[config.mk]
export PLATFORM = sky130hd
export DESIGN_NAME = fetch_issue_queue
export DESIGN_NICKNAME = d
export VERILOG_FILES = /design/src/rtl/fetch_issue_queue.sv
export SDC_FILE = /design/constraint.sdc
export NUM_CORES = 1
export LEC_CHECK = 0
export ABC_AREA = 1
export BUFFER_PORTS_ARGS = -buffer_cell sky130_fd_sc_hd__buf_4
export CAP_MARGIN = 15
export CORE_AREA = 2 2 210 233
export CTS_CLUSTER_SIZE = 12
export DETAILED_ROUTE_END_ITERATION = 7
export DIE_AREA = 0 0 212 235
export PLACE_DENSITY = 0.75
export SETUP_SLACK_MARGIN = 0.2
export SYNTH_ARGS = -nofsm -noshare
export SYNTH_HDL_FRONTEND = slang
export SYNTH_SLANG_ARGS = --single-unit
export TNS_END_PERCENT = 30
[constraint.sdc]
create_clock -name clk -period 7.36 [get_ports clk]
set_clock_uncertainty 0.15 [all_clocks]
set_input_delay 1.84 -clock clk [delete_from_list [all_inputs] [get_ports clk]]
set_output_delay 1.84 -clock clk [all_outputs]
set_load 0.1 [all_outputs]
[src/rtl/fetch_issue_queue.sv]
// -----------------------------------------------------------------------------
// fetch_issue_queue
//
// Instruction buffer between fetch and decode/dispatch. Fetch pushes one entry
// per cycle through a valid/ready handshake. The two oldest entries are shown
// first-word-fall-through, so dispatch can take 0, 1 or 2 of them each cycle.
// flush (branch mispredict / redirect) empties the queue in one cycle.
//
// Ports:
//   clk, rst          clock; synchronous active-high reset (same effect as flush)
//   flush             discard every entry; wins over same-cycle enq/deq
//   enq_valid/ready   fetch handshake; enq_ready = !full (registered state only)
//   enq_data          payload to write
//   deq_valid0/data0  oldest entry (valid when count >= 1)
//   deq_valid1/data1  second-oldest entry (valid when count >= 2)
//   deq_count         entries consumed this cycle; clamped to 2 and to count
//   count, empty, full, almost_full   occupancy status, combinational
// -----------------------------------------------------------------------------
module fetch_issue_queue #(
    parameter int WIDTH        = 66,
    parameter int DEPTH        = 8,
    parameter int AFULL_THRESH = DEPTH - 2
) (
    input  logic                     clk,
    input  logic                     rst,
    input  logic                     flush,
    input  logic                     enq_valid,
    input  logic [WIDTH-1:0]         enq_data,
    output logic                     enq_ready,
    output logic                     deq_valid0,
    output logic [WIDTH-1:0]         deq_data0,
    output logic                     deq_valid1,
    output logic [WIDTH-1:0]         deq_data1,
    input  logic [1:0]               deq_count,
    output logic [$clog2(DEPTH):0]   count,
    output logic                     empty,
    output logic                     full,
    output logic                     almost_full
);

    localparam int IDX_W = $clog2(DEPTH);
    localparam int PTR_W = IDX_W + 1;

    logic [WIDTH-1:0] mem_r [DEPTH];
    logic [PTR_W-1:0] head_r;
    logic [PTR_W-1:0] tail_r;
    logic [PTR_W-1:0] count_s;
    logic [IDX_W-1:0] head_idx_s;
    logic [IDX_W-1:0] head_next_idx_s;
    logic [1:0]       req_s;
    logic [1:0]       eff_s;
    logic             enq_fire_s;

    // Occupancy and status: the extra pointer bit makes tail - head exact
    // for both empty (0) and full (DEPTH).
    always_comb begin
        count_s     = tail_r - head_r;
        count       = count_s;
        empty       = (count_s == {PTR_W{1'b0}});
        full        = (count_s == PTR_W'(DEPTH));
        almost_full = (count_s >= PTR_W'(AFULL_THRESH));
        enq_ready   = !full;
        deq_valid0  = !empty;
        deq_valid1  = (count_s >= PTR_W'(2));
        enq_fire_s  = enq_valid && !full;
    end

    // Read side: index arithmetic is done at IDX_W bits so head+1 wraps
    // from DEPTH-1 back to 0 on its own.
    always_comb begin
        head_idx_s      = head_r[IDX_W-1:0];
        head_next_idx_s = head_idx_s + {{(IDX_W-1){1'b0}}, 1'b1};
        deq_data0       = mem_r[head_idx_s];
        deq_data1       = mem_r[head_next_idx_s];
    end

    // Effective dequeue amount: 3 behaves as 2, and never more than present.
    always_comb begin
        case (deq_count)
            2'd0:    req_s = 2'd0;
            2'd1:    req_s = 2'd1;
            default: req_s = 2'd2;
        endcase
        if (count_s >= {{(PTR_W-2){1'b0}}, req_s}) begin
            eff_s = req_s;
        end else begin
            eff_s = count_s[1:0];
        end
    end

    // Pointer pair; rst and flush both return the queue to empty.
    always_ff @(posedge clk) begin
        if (rst || flush) begin
            head_r <= {PTR_W{1'b0}};
            tail_r <= {PTR_W{1'b0}};
        end else begin
            head_r <= head_r + {{(PTR_W-2){1'b0}}, eff_s};
            if (enq_fire_s) begin
                tail_r <= tail_r + {{(PTR_W-1){1'b0}}, 1'b1};
            end
        end
    end

    // Storage write; contents are intentionally not cleared by rst.
    always_ff @(posedge clk) begin
        if (enq_fire_s && !rst && !flush) begin
            mem_r[tail_r[IDX_W-1:0]] <= enq_data;
        end
    end

endmodule

After elaboration in Yosys (flattened, before gate mapping):

Memories as Yosys holds them, arrays and structs flattened. A register that Yosys moved wholly into a read port is not among the register bits.
Cells that the tools add are included.

* memories: 1
* RAM bits: 528
* bits in registers: 8

* add/sub/neg operators: 4
* muxes and demuxes: 5
* magnitude comparators: 3
* eq/ne operators: 2
* reductions and logical operators: 10

Memories
* mem_r: words 8, width 66, rd ports 2, clocked after Yosys merged registers in 1, write ports 1, line 44 `logic [WIDTH-1:0] mem_r [DEPTH];`

Operators by type and width (number)
* adder 4 x 1 -> 4 bit (second input constant): 1
* adder 4 x 2 -> 4 bit: 1
* == test 4 bit (second input constant): 1
* >= comparator 4 x 2 -> 1 bit: 1
* >= comparator 4 x 2 -> 1 bit (second input constant): 1
* >= comparator 4 x 3 -> 1 bit (second input constant): 1
* zero test 1 bit: 4
* zero test 4 bit: 1
* one-hot mux 2 bit (2 select lines): 1
* subtractor 4 bit: 1
* adder 3 x 1 -> 3 bit (second input constant): 1
* logical AND 1 bit: 3
* two-way mux 3 bit: 1
* == test 2 x 1 -> 1 bit (second input constant): 1
* zero test 2 bit: 1
* two-way mux 1 bit: 2
* two-way mux 2 bit: 1
* logical OR 1 bit: 1

Logic depth before layout (Yosys ltp):

* depth after elaboration: 8
* mapped depth: 17
* depth with buffers taken out: 16

Worst setup path before layout:

No wires, ideal clock.

* kind: register to register
* start: register head_r[1]
* end: memory mem_r[0][0] (enable)
* path slack: -0.650 ns
* data required time: 6.639 ns
* stages on the path, launching flop included: 11
* data arrival time: 7.289 ns
* cells stage by stage: dfxtp_1 -> clkbuf_1 -> buf_1 -> inv_1 -> fa_1 -> inv_1 -> nand2_1 -> nor2_1 -> nand3_1 -> nand2_1 -> nor3_1

* cells in the longest elaborated chain, start to end: 8

Ends and longest elaborated chain
* start: declaration: line 45 `logic [PTR_W-1:0] head_r;`
* start signal: assignment: line 94 `head_r <= {PTR_W{1'b0}};`
* start signal: assignment: line 97 `head_r <= head_r + {{(PTR_W-2){1'b0}}, eff_s};`
* subtractor 4 bit: line 57 `count_s = tail_r - head_r;`
* net count[1]: line 35 `output logic [$clog2(DEPTH):0] count,`
* == test 4 bit: line 60 `full = (count_s == PTR_W'(DEPTH));`
* zero test 1 bit: line 65 `enq_fire_s = enq_valid && !full;`
* logical AND 1 bit: line 65
* logical AND 1 bit (2 in series): line 106 `if (enq_fire_s && !rst && !flush) begin`
* two-way mux 1 bit: line 106
* two-way mux 1 bit (not written as such): line 107 `mem_r[tail_r[IDX_W-1:0]] <= enq_data;`
* end: declaration: line 44

The timed path passes the listed nets, and every way through them passes these cells.

Worst setup path in the final report:

* start: register head_r[0]
* end: output deq_data1[53]

* cells in the longest elaborated chain, start to end: 2

Ends and longest elaborated chain
* adder 3 x 1 -> 3 bit: line 72 `head_next_idx_s = head_idx_s + {{(IDX_W-1){1'b0}}, 1'b1};`
* memory read (8 x 66 bit)
* end: declaration: line 33 `output logic [WIDTH-1:0] deq_data1,`

Every way passes these cells.

==> results.toml <==
[worst_setup_path]
crit_path_start = "head_r[0]"
end_kind = "primary output"
cp.required_ns = 5.37
cp_max_fo = 264
worstReg2RegStart = "head_r[0]"
critPathLaunchType = "flop"
crit_arrival_ns = 4.05
critical_path_class = "flop to primary output"

[sta]
fmax_ghz = 0.166
finalCriticalPeriod_ns = 6.04
setup_slack_ns = 1.32
fin_crit_sh = 0.820
hold_viol_final = 0
slew_violations = 0
setup_violations = 0
holdWs_ns = 0.406
maxSlewHeadroom = 0.305
grt_setup_unrepaired = "false"
tightest_slew_ns = 1.04

[yosys]
synthSimpleGateAreaFrac = 0.115
ys_seq_elements = 536
synthArstFlopShare = 0
synthDistinctLibCells = 26
syn_area_per_cell_um2 = 9.60
synth_compound_area_frac = 0.196
seq_area_frac_synth = 0.618
synthMuxAreaShare = 0
ys_warn_count = 0
synth_xor_area_frac = 0.00164
netlist_area_um2 = 25900
synth_top_family_by_area = "compound AO/OA/AOI/OAI gates"
syn_inst = 2701
yosys.area_share.adder = 0.00589
synth_edf_count = 528
synth_ff_type = "edfxtp_1"
synth_nets = 2784

[placed_design]
place_ws_ns = 2.02
hpwl_um = 37300
io_buffers = 213
routabilityCongestion = 0.794

[power_and_ir_drop]
combPwrFrac = 0.449
p_int_mw = 5.86
p_leak_nw = 10.8
p_sw_frac = 0.461
peakVddDrop_uv = 355
power_density_nw_per_um2 = 371
p_clk_frac = 0.236
pwr-share-seq = 0.315
p_sw_mw = 5.02

[detailed_routing]
route.detailed.drc = 0
firstDrtPassIters = 5
wl_per_cell_um = 19.4
final_antenna_net_count = 0
wl_um = 67800
viasPerCell = 5.91
vias = 20600
drt_iter0_drc = 1887

[floorplanning]
die_w_um = 212
core_um2 = 47400
start_util = 0.547
boundaryPins = 214
die-area_um2 = 49800
num_rows = 84
die_h_um = 235

[clock_tree]
clk_latency_ns = 0.60
cts_tree = "done"
cts_root_buf = "clkbuf_16"
post_cts_resized = 0
htreeDepth = 2
path_clk_slew_ns = 0.06
clock_path_buffers = 3
cts_hold_buf = 0
numClockSinks = 536
post-cts-setup-buffers = 0
cts_buffers = 54

[grt]
overflow = 0
track_usage = 0.266
grt_max_degree = 265
grt_pass1_vias = 19600
antenna_found_initial = 2
grt_pass1_wl_um = 103000

[worst_hold_path]
min_from = "head_r[3]"
hold_class = "flop to flop"

[layout]
mostFrequentLayoutCell = "edfxtp_1"
final_cell_mix = "528 x edfxtp_1, 476 x nor2_1, 463 x o21ai_0, 291 x nand2_1, 271 x a21oi_1"
drive_gt1_frac = 0.116
area_growth_pct = 13.0
nets = 2882

[flow_run]
maxCapViolCount = 0

[status]
status = "finished clean"
metal layers:
| metal | track usage | vias to the layer above | wire [µm] |
|---|---|---|---|
| met4 | 0.123 | 2 | 2210 |
| met5 | 0 | - | 12 |
| met1 | 0.333 | 9845 | 26500 |
| met3 | 0.0453 | 165 | 5630 |
| met2 | 0.451 | 947 | 33500 |
| li1 | - | 9640 | - |
Yosys cell counts, types with 2 or more instances:
library cell,instances,share of area
buf_4,5,0.0014
a31oi_1,66,0.016
clkbuf_1,92,0.013
o21ai_1,200,0.039
buf_1,27,0.0039
o21ai_0,463,0.089
buf_6,24,0.010
a21oi_1,271,0.052
nand2_1,291,0.042
fa_1,2,0.0015
nor2_1,480,0.070
dfxtp_1,8,0.0062
nor3_1,4,0.00077
inv_1,154,0.022
xor2_1,2,0.00068
nand3_1,12,0.0023
buf_2,56,0.011
ha_1,9,0.0043
edfxtp_1,528,0.61
flip-flops by register name, summed over array words and instances (netlist names):
register,flops
head_r,4
mem_r,528
tail_r,4
critical path: stages (launching register included):
cell and delay, ns:
dfxtp_4 0.36, buf_12 0.30, inv_12 0.81, buf_4 0.73, o21ai_0 0.19, nand2_1 0.10, nor2_1 0.04, a31oi_1 0.29
buf_4 0.35
logic make-up (layout without fill, tap and decap cells):
family                     after synthesis  in the layout
and+or+nand+nor                        789            789
AOI/OAI and AO/OA                     1000           1000
other                                    0              1
buffers and inverters                  361            501
DFF                                    536            536
adders and majority gates               11             11
xor gates and xnor gates                 4              4
cell type report:
| type | instances | area, µm² |
|---|---|---|
| clock inverters | 7 | 28.8 |
| clock buffers | 91 | 1610 |
| fillers | 3744 | 18100 |
| flip-flops and latches | 536 | 16000 |
| multi-input cells | 1804 | 8340 |
| well taps | 645 | 807 |
| diodes | 1 | 2.50 |
| repair buffers | 247 | 1880 |
| inverters | 156 | 601 |
stage by stage:
stage | TNS, ns | utilization | cell area (µm²) | power, mW | cells
3_3_place_gp | 0 | 0.583 | 27700 | 8.28 | 3388
2_1_floorplan | -171.72 | - | 25900 | 7.34 | 2701
5_1_grt | 0 | 0.618 | 29300 | 11.3 | 3487
3_5_place_dp | 0 | 0.583 | 27700 | 8.35 | 3388
6_report | 0 | 0.618 | 29300 | 10.9 | 3487
4_1_cts | 0 | 0.618 | 29300 | 10.9 | 3486
path summary, 6_finish.rpt:
check             endpoint  slack (ns)  cells past startpoint
max          deq_data1[53]        1.32                      8
max reg2reg   mem_r[3][39]        2.43                     11
min reg2reg      head_r[3]        0.41                      1
min              head_r[3]        0.41                      1
power by group through the flow:
| stage | clock network [mW] | logic [mW] | registers [mW] |
|---|---|---|---|
| finish | 2.57 | 4.89 | 3.43 |
| global placement | 0 | 4.79 | 3.49 |
| floorplan | 0 | 3.87 | 3.47 |
| global route | 2.73 | 5.16 | 3.43 |
| CTS | 2.60 | 4.87 | 3.43 |
| detailed placement | 0 | 4.86 | 3.49 |
Power figures use the tool's default switching activity.
